$ cat config.mk
export PLATFORM = sky130hd
export DESIGN_NAME = scalar_wb_demux_16
export DESIGN_NICKNAME = d
export VERILOG_FILES = /design/src/rtl/scalar_wb_demux_16.sv
export SDC_FILE = /design/constraint.sdc
export NUM_CORES = 1
export LEC_CHECK = 0
export ABC_AREA = 1
export BUFFER_PORTS_ARGS = -buffer_cell sky130_fd_sc_hd__buf_2
export CAP_MARGIN = 10
export CORE_UTILIZATION = 54
export CTS_BUF_LIST = sky130_fd_sc_hd__clkbuf_2 sky130_fd_sc_hd__clkbuf_4 sky130_fd_sc_hd__clkbuf_8
export DETAILED_ROUTE_END_ITERATION = 8
export GPL_TIMING_DRIVEN = 0
export PLACE_DENSITY = 0.8
export SYNTH_ARGS = -nofsm -noshare
export SYNTH_HDL_FRONTEND = slang
export SYNTH_SLANG_ARGS = --single-unit
$ cat constraint.sdc
create_clock -name clk -period 2.45 [get_ports clk]
set_clock_uncertainty 0.15 [all_clocks]
set_input_delay 0.1225 -clock clk [delete_from_list [all_inputs] [get_ports clk]]
set_output_delay 0.1225 -clock clk [all_outputs]
set_load 0.05 [all_outputs]
$ cat src/rtl/scalar_wb_demux_16.sv
// Scalar write-back demux: buffers {index,data} write requests in an in-order FIFO
// and retires them into the 16 scalar registers Q00..Q15 that feed the read mux.
module scalar_wb_demux_16 #(
  parameter int N     = 4,
  parameter int DEPTH = 2
) (
  input  logic         clk,
  input  logic         rst_n,
  input  logic         in_valid,
  output logic         in_ready,
  input  logic [4:0]   in_addr,
  input  logic [N-1:0] in_data,
  input  logic         wr_hold,
  output logic [N-1:0] Q00,
  output logic [N-1:0] Q01,
  output logic [N-1:0] Q02,
  output logic [N-1:0] Q03,
  output logic [N-1:0] Q04,
  output logic [N-1:0] Q05,
  output logic [N-1:0] Q06,
  output logic [N-1:0] Q07,
  output logic [N-1:0] Q08,
  output logic [N-1:0] Q09,
  output logic [N-1:0] Q10,
  output logic [N-1:0] Q11,
  output logic [N-1:0] Q12,
  output logic [N-1:0] Q13,
  output logic [N-1:0] Q14,
  output logic [N-1:0] Q15,
  output logic [15:0]  pend,
  output logic         err_addr,
  output logic         idle
);

  localparam int PW = (DEPTH > 1) ? $clog2(DEPTH) : 1;
  localparam int CW = $clog2(DEPTH + 1);
  localparam logic [CW-1:0] FULL = CW'(DEPTH);
  localparam logic [PW-1:0] LAST = PW'(DEPTH - 1);

  logic [4:0]       addr_mem [DEPTH];
  logic [N-1:0]     data_mem [DEPTH];
  logic [DEPTH-1:0] vld;
  logic [PW-1:0]    wr_ptr;
  logic [PW-1:0]    rd_ptr;
  logic [CW-1:0]    count;
  logic [N-1:0]     regs [16];

  logic             push;
  logic             pop;
  logic [4:0]       head_addr;
  logic [N-1:0]     head_data;

  // A retire in the same cycle never frees a slot for a push: ready looks at count only.
  assign in_ready  = (count < FULL);
  assign idle      = (count == '0);
  assign push      = in_valid && in_ready;
  assign pop       = (count != '0) && !wr_hold;
  assign head_addr = addr_mem[rd_ptr];
  assign head_data = data_mem[rd_ptr];

  always_ff @(posedge clk or negedge rst_n) begin
    if (!rst_n) begin
      wr_ptr <= '0;
      rd_ptr <= '0;
      count  <= '0;
      vld    <= '0;
      for (int i = 0; i < DEPTH; i++) begin
        addr_mem[i] <= '0;
        data_mem[i] <= '0;
      end
    end else begin
      if (pop) begin
        vld[rd_ptr] <= 1'b0;
        rd_ptr      <= (rd_ptr == LAST) ? '0 : rd_ptr + 1'b1;
      end
      if (push) begin
        addr_mem[wr_ptr] <= in_addr;
        data_mem[wr_ptr] <= in_data;
        vld[wr_ptr]      <= 1'b1;
        wr_ptr           <= (wr_ptr == LAST) ? '0 : wr_ptr + 1'b1;
      end
      case ({push, pop})
        2'b10:   count <= count + 1'b1;
        2'b01:   count <= count - 1'b1;
        default: count <= count;
      endcase
    end
  end

  // Head entry commits to its register, or raises a one-cycle error if out of range.
  always_ff @(posedge clk or negedge rst_n) begin
    if (!rst_n) begin
      err_addr <= 1'b0;
      for (int k = 0; k < 16; k++) regs[k] <= '0;
    end else begin
      err_addr <= 1'b0;
      if (pop) begin
        if (!head_addr[4]) regs[head_addr[3:0]] <= head_data;
        else               err_addr <= 1'b1;
      end
    end
  end

  always_comb begin
    pend = '0;
    for (int i = 0; i < DEPTH; i++) begin
      if (vld[i] && !addr_mem[i][4]) pend[addr_mem[i][3:0]] = 1'b1;
    end
  end

  assign Q00 = regs[0];
  assign Q01 = regs[1];
  assign Q02 = regs[2];
  assign Q03 = regs[3];
  assign Q04 = regs[4];
  assign Q05 = regs[5];
  assign Q06 = regs[6];
  assign Q07 = regs[7];
  assign Q08 = regs[8];
  assign Q09 = regs[9];
  assign Q10 = regs[10];
  assign Q11 = regs[11];
  assign Q12 = regs[12];
  assign Q13 = regs[13];
  assign Q14 = regs[14];
  assign Q15 = regs[15];

endmodule

# [Yosys cells after proc, flatten, opt, wreduce, memory -nomap -nowiden]
# Index checks and enable logic that the tools add are counted.
[totals] ff_bits=89 out_inout_bits=83 elab_cells=102
[classes] addsub=4 magnitude_cmp=14 n_eq_ne=2 mux=32 n_bitwise=8 n_reduce_logical=17
[op_table] operator="$bwmux W64" n=1
[op_table] operator="$mux W16" n=2
[op_table] operator="$mux W4" n=5
[op_table] operator="$mux W5" n=4
[op_table] operator="$demux W4 S4" n=1
[op_table] operator="$or A16 B16 Y16" n=1
[op_table] operator="$bwmux W10" n=1
[op_table] operator="$logic_and A1 B1 Y1" n=10
[op_table] operator="$lt A4 B5 Y1 const B" n=2
[op_table] operator="$bwmux W8" n=1
[op_table] operator="$demux W1 S4" n=2
[op_table] operator="$ge A4 B1 Y1 const B" n=2
[op_table] operator="$mux W1" n=8
[op_table] operator="$demux W5 S1" n=1
[op_table] operator="$ge A5 B5 Y1 const B" n=1
[op_table] operator="$lt A5 B1 Y1 const B" n=1
[op_table] operator="$not A4 Y5" n=1
[op_table] operator="$demux W4 S1" n=1
[op_table] operator="$ge A2 B2 Y1 const B" n=2
[op_table] operator="$lt A1 B2 Y1 const B" n=2
[op_table] operator="$mux W2" n=2
[op_table] operator="$not A1 Y2" n=2
[op_table] operator="$pmux W2 S2" n=1
[op_table] operator="$reduce_bool A2 Y1" n=2
[op_table] operator="other kinds (16)" n=21

# [Depth between registers and ports, before layout]
[depth] ltp_word=10 mapped_depth=10

# [Least setup slack after synthesis]
# No wires, ideal clock.
[synth_path] path_kind="register to register" from="register count[0]" to="register count[1]" setup_time_ns=0.133 arrival_time_ns=1.926 required_ns=2.167 setup_slack_ns=0.241 stages_incl_launch_ff=7 n_path_buf=0 synth_period_minus_slack_ns=2.209 path_cell_list="dfrtp_1 -> nor2_1 -> nor2_4 -> ha_1 -> a21oi_1 -> o21ai_0 -> xor2_1"
[synth_between] elab_chain_len=4
[synth_rtl] element="start: declaration" line="45" text="logic [CW-1:0] count;"
[synth_rtl] element="start signal: assignment" line="83" text="2'b10: count <= count + 1'b1;"
[synth_rtl] element="start signal: assignment" line="84" text="2'b01: count <= count - 1'b1;"
[synth_rtl] element="start signal: assignment" line="85" text="default: count <= count;"
[synth_rtl] element="$reduce_bool A2 Y1 *" line="57" text="assign pop = (count != '0) && !wr_hold;"
[synth_rtl] element="$logic_and A1 B1 Y1 *" line="57"
[synth_rtl] element="via pop" line="49" text="logic pop;"
[synth_rtl] element="$eq A2 B1 Y1 or $eq A2 B2 Y1 (tied branches)" line="82" text="case ({push, pop})"
[synth_rtl] element="$pmux W2 S2 or $reduce_bool A2 Y1 (tied branches)"
# The timed path passes the listed nets; every way through them passes the cells marked *.
# A chain may end at the register's enable or synchronous reset.

# [Worst setup path after layout]
[layout_path] from="register addr_mem[9] (netlist name)" to="output pend[2]"
[layout_between] elab_chain_len=5
[layout_rtl] element="start: declaration" line="40" text="logic [4:0] addr_mem [DEPTH];"
[layout_rtl] element="start signal: indexed assignment" line="77" text="addr_mem[wr_ptr] <= in_addr;"
[layout_rtl] element="$logic_not A1 Y1 *" line="107" text="if (vld[i] && !addr_mem[i][4]) pend[addr_mem[i][3:0]] = 1'b1;"
[layout_rtl] element="$logic_and A1 B1 Y1 *" line="107"
[layout_rtl] element="$mux W16 *" line="107"
[layout_rtl] element="$or A16 B16 Y16 (no line)"
[layout_rtl] element="$mux W16 *" line="107"
[layout_rtl] element="end: declaration" line="30" text="output logic [15:0] pend,"
# Mark *: on every way between the ends. The rest lies on a longest branch, timed or not.

==> qor.txt <==
status - finished clean
Ys Warns - 0
Sink Count - 89
setup tns final - 0 ns
CTS hold repair buffers - 11
crit share post-route - 0.900
DRC errors left - 0
Largest register FFs - 10
Register Area - 0.00223 mm²
port buffer count - 95
Max-slew headroom - 0.630
Vias/cell - 5.31
most used cell, CP - nand2_1
Worst path max stage delay - 0.45 ns
largest net degree at the start of global routing - 59
Tmin final - 2.20 ns
Starting DRT DRC Count - 251
number of global-route vias before repair - 3,631
worst-skew pair later-pin latency - 0.36 ns
area of the multi-input gates - 0.00176 mm²
register area share after synthesis - 0.523
Reg with most FFs - addr_mem
top flop regs - addr_mem (10), data_mem (8)
critical path fanouts, max - 4
Final Hold Slack - 0.0601 ns
DR vias - 3,906
worst slew pin tran - 0.551 ns
initial antenna violation count - 0
Max Buffers Root-to-Sink - 2
Mapped Avg Cell Area - 8.34 µm²
total of max-cap violations - 0
first-pass GRT wire length - 17,700 µm
Synth area leaders - dfrtp_1, nand2_1, nand3_1, o21ai_0, nand3_2
CP Cell Sequence - inv_1 > nand2_1 > nor3_1 > nand2_1 > o21ai_0 > buf_2
die area - 0.00824 mm²
Final Net Count - 642
asr flop ratio synth - 1.00
top-area cell type share of the netlist area - 0.523
Root Buffer - clkbuf_8
most common cell in the netlist - nand2_1
Area growth syn-to-layout - 21.7%
routed len/inst - 14.5 µm
Die Wd - 90.8 µm
Ports - 96
CP Buf/Inv Count - 2
Worst setup EP type - output pin
Synth Instances - 510
Overflow after GRT - 0
Final Max Slew Viols - 0
CTS tree - done
dpl hpwl - 7620 µm
CP Launch Type - flip-flop
CTS Buf Count - 9
GRT Overall Usage - 0.276
gpl congestion - 0.904
delay-heaviest family, CP - simple AND/OR/NAND/NOR gates
Final Hold Vio Count - 0
hold crit path type - in2reg
FMAX - 454 MHz
Worst path slowest cell - nor3_1
RSZ-0062 raised after global routing - no
#FFs+latches synth - 89
Worst-path clk slew - 0.08 ns
core area - 0.00769 mm²
Rows - 32
effective utilization at floorplan - 0.554
drt first pass iters - 4
H-tree levels - 3
Worst Path Arrival - 1.93 ns
Worst Path Required - 2.18 ns
critical path class - reg2out
Routed WL - 10,700 µm
fill count - 651
fraction of layout instances using a drive strength above 1 - 0.269
Mapped Area - 0.00426 mm²
most frequent cells after synthesis - nand2_1, dfrtp_1, nand3_1
EDFF count, synth - 0
Yosys cell types - 26
post_cts resized - 0
antenna-violating nets left - 0
die height - 90.8 µm
Final setup viols - 0
Mapped Nets - 524
number of diodes - 0
post-synth top area cell - dfrtp_1
post-CTS setup buffer count - 0
ys flop type - dfrtp_1
==> final timing paths <==
kind                              from        to  slack, ns  depth (start not counted)
hold reg to reg                 Q02[0]    Q02[0]       0.32                          2
setup / recovery           addr_mem[9]   pend[2]       0.25                          6
setup reg to reg                rd_ptr    Q10[1]       0.64                          8
max in group asynchronous        rst_n    Q01[3]       1.44                          3
min in group asynchronous        rst_n    Q06[0]       0.08                          2
hold / removal                 wr_hold  err_addr       0.06                          3
==> stage by stage <==
stage	instance area (µm²)	worst slack [ns]	util	instances
floorplan	4260	0.241	-	510
global placement	4860	0.403	0.632	707
detailed placement	4890	0.687	0.636	708
CTS	5180	0.317	0.674	735
global route	5180	0.171	0.674	735
finish	5180	0.246	0.674	735
==> logic make-up after synthesis <==
group	after synthesis	share of synthesized area
simple gates	330	0.357
flops	89	0.523
buf+inv	48	0.0620
compound gates	39	0.0485
xor+xnor	3	0.00618
fa+ha+maj	1	0.00294
==> cell type report <==
type	count	area share
Sequential cell	89	0.430
Multi-Input combinational cell	373	0.341
Timing Repair Buffer	107	0.119
Buffer	23	0.0324
Tap cell	102	0.0246
Clock buffer	9	0.0239
Inverter	25	0.0186
Clock inverter	7	0.0109
==> per-layer routing <==
metal	GRT usage	vias to the layer above	wire length, µm
met3	0.0463	18	584
met4	0.104	0	221
met5	0	-	0
li1	-	1876	-
met1	0.375	1867	4640
met2	0.447	145	5230
==> worst min-delay path, delay by kind of cell <==
kind,cells,cell delay (ns)
compound gates,1,0.22
buf+inv,1,0.10
simple gates,1,0.08
==> placed cells by master (no fill, tap or decap) <==
master,count
nor3_1,4
buf_6,7
buf_16,1
inv_2,2
clkinvlp_4,1
nor2_8,1
clkinv_2,1
o31ai_1,2
inv_4,1
nand3_1,69
clkbuf_8,9
or2_2,1
a21oi_1,1
nor2_4,5
buf_4,6
dlygate4sd3_1,11
o21bai_2,1
nor2_1,9
clkbuf_1,3
nand2_2,5
o21ai_0,35
xor2_1,2
ha_1,1
nand2_4,1
inv_6,5
nand2_1,214
xnor2_1,1
nand3_2,16
buf_2,102
dfrtp_1,89
inv_1,22
nor2_2,5
Power is left out: the tool's default activity adds up to more than one toggle a clock period on the data nets, which glitch-free logic cannot reach.
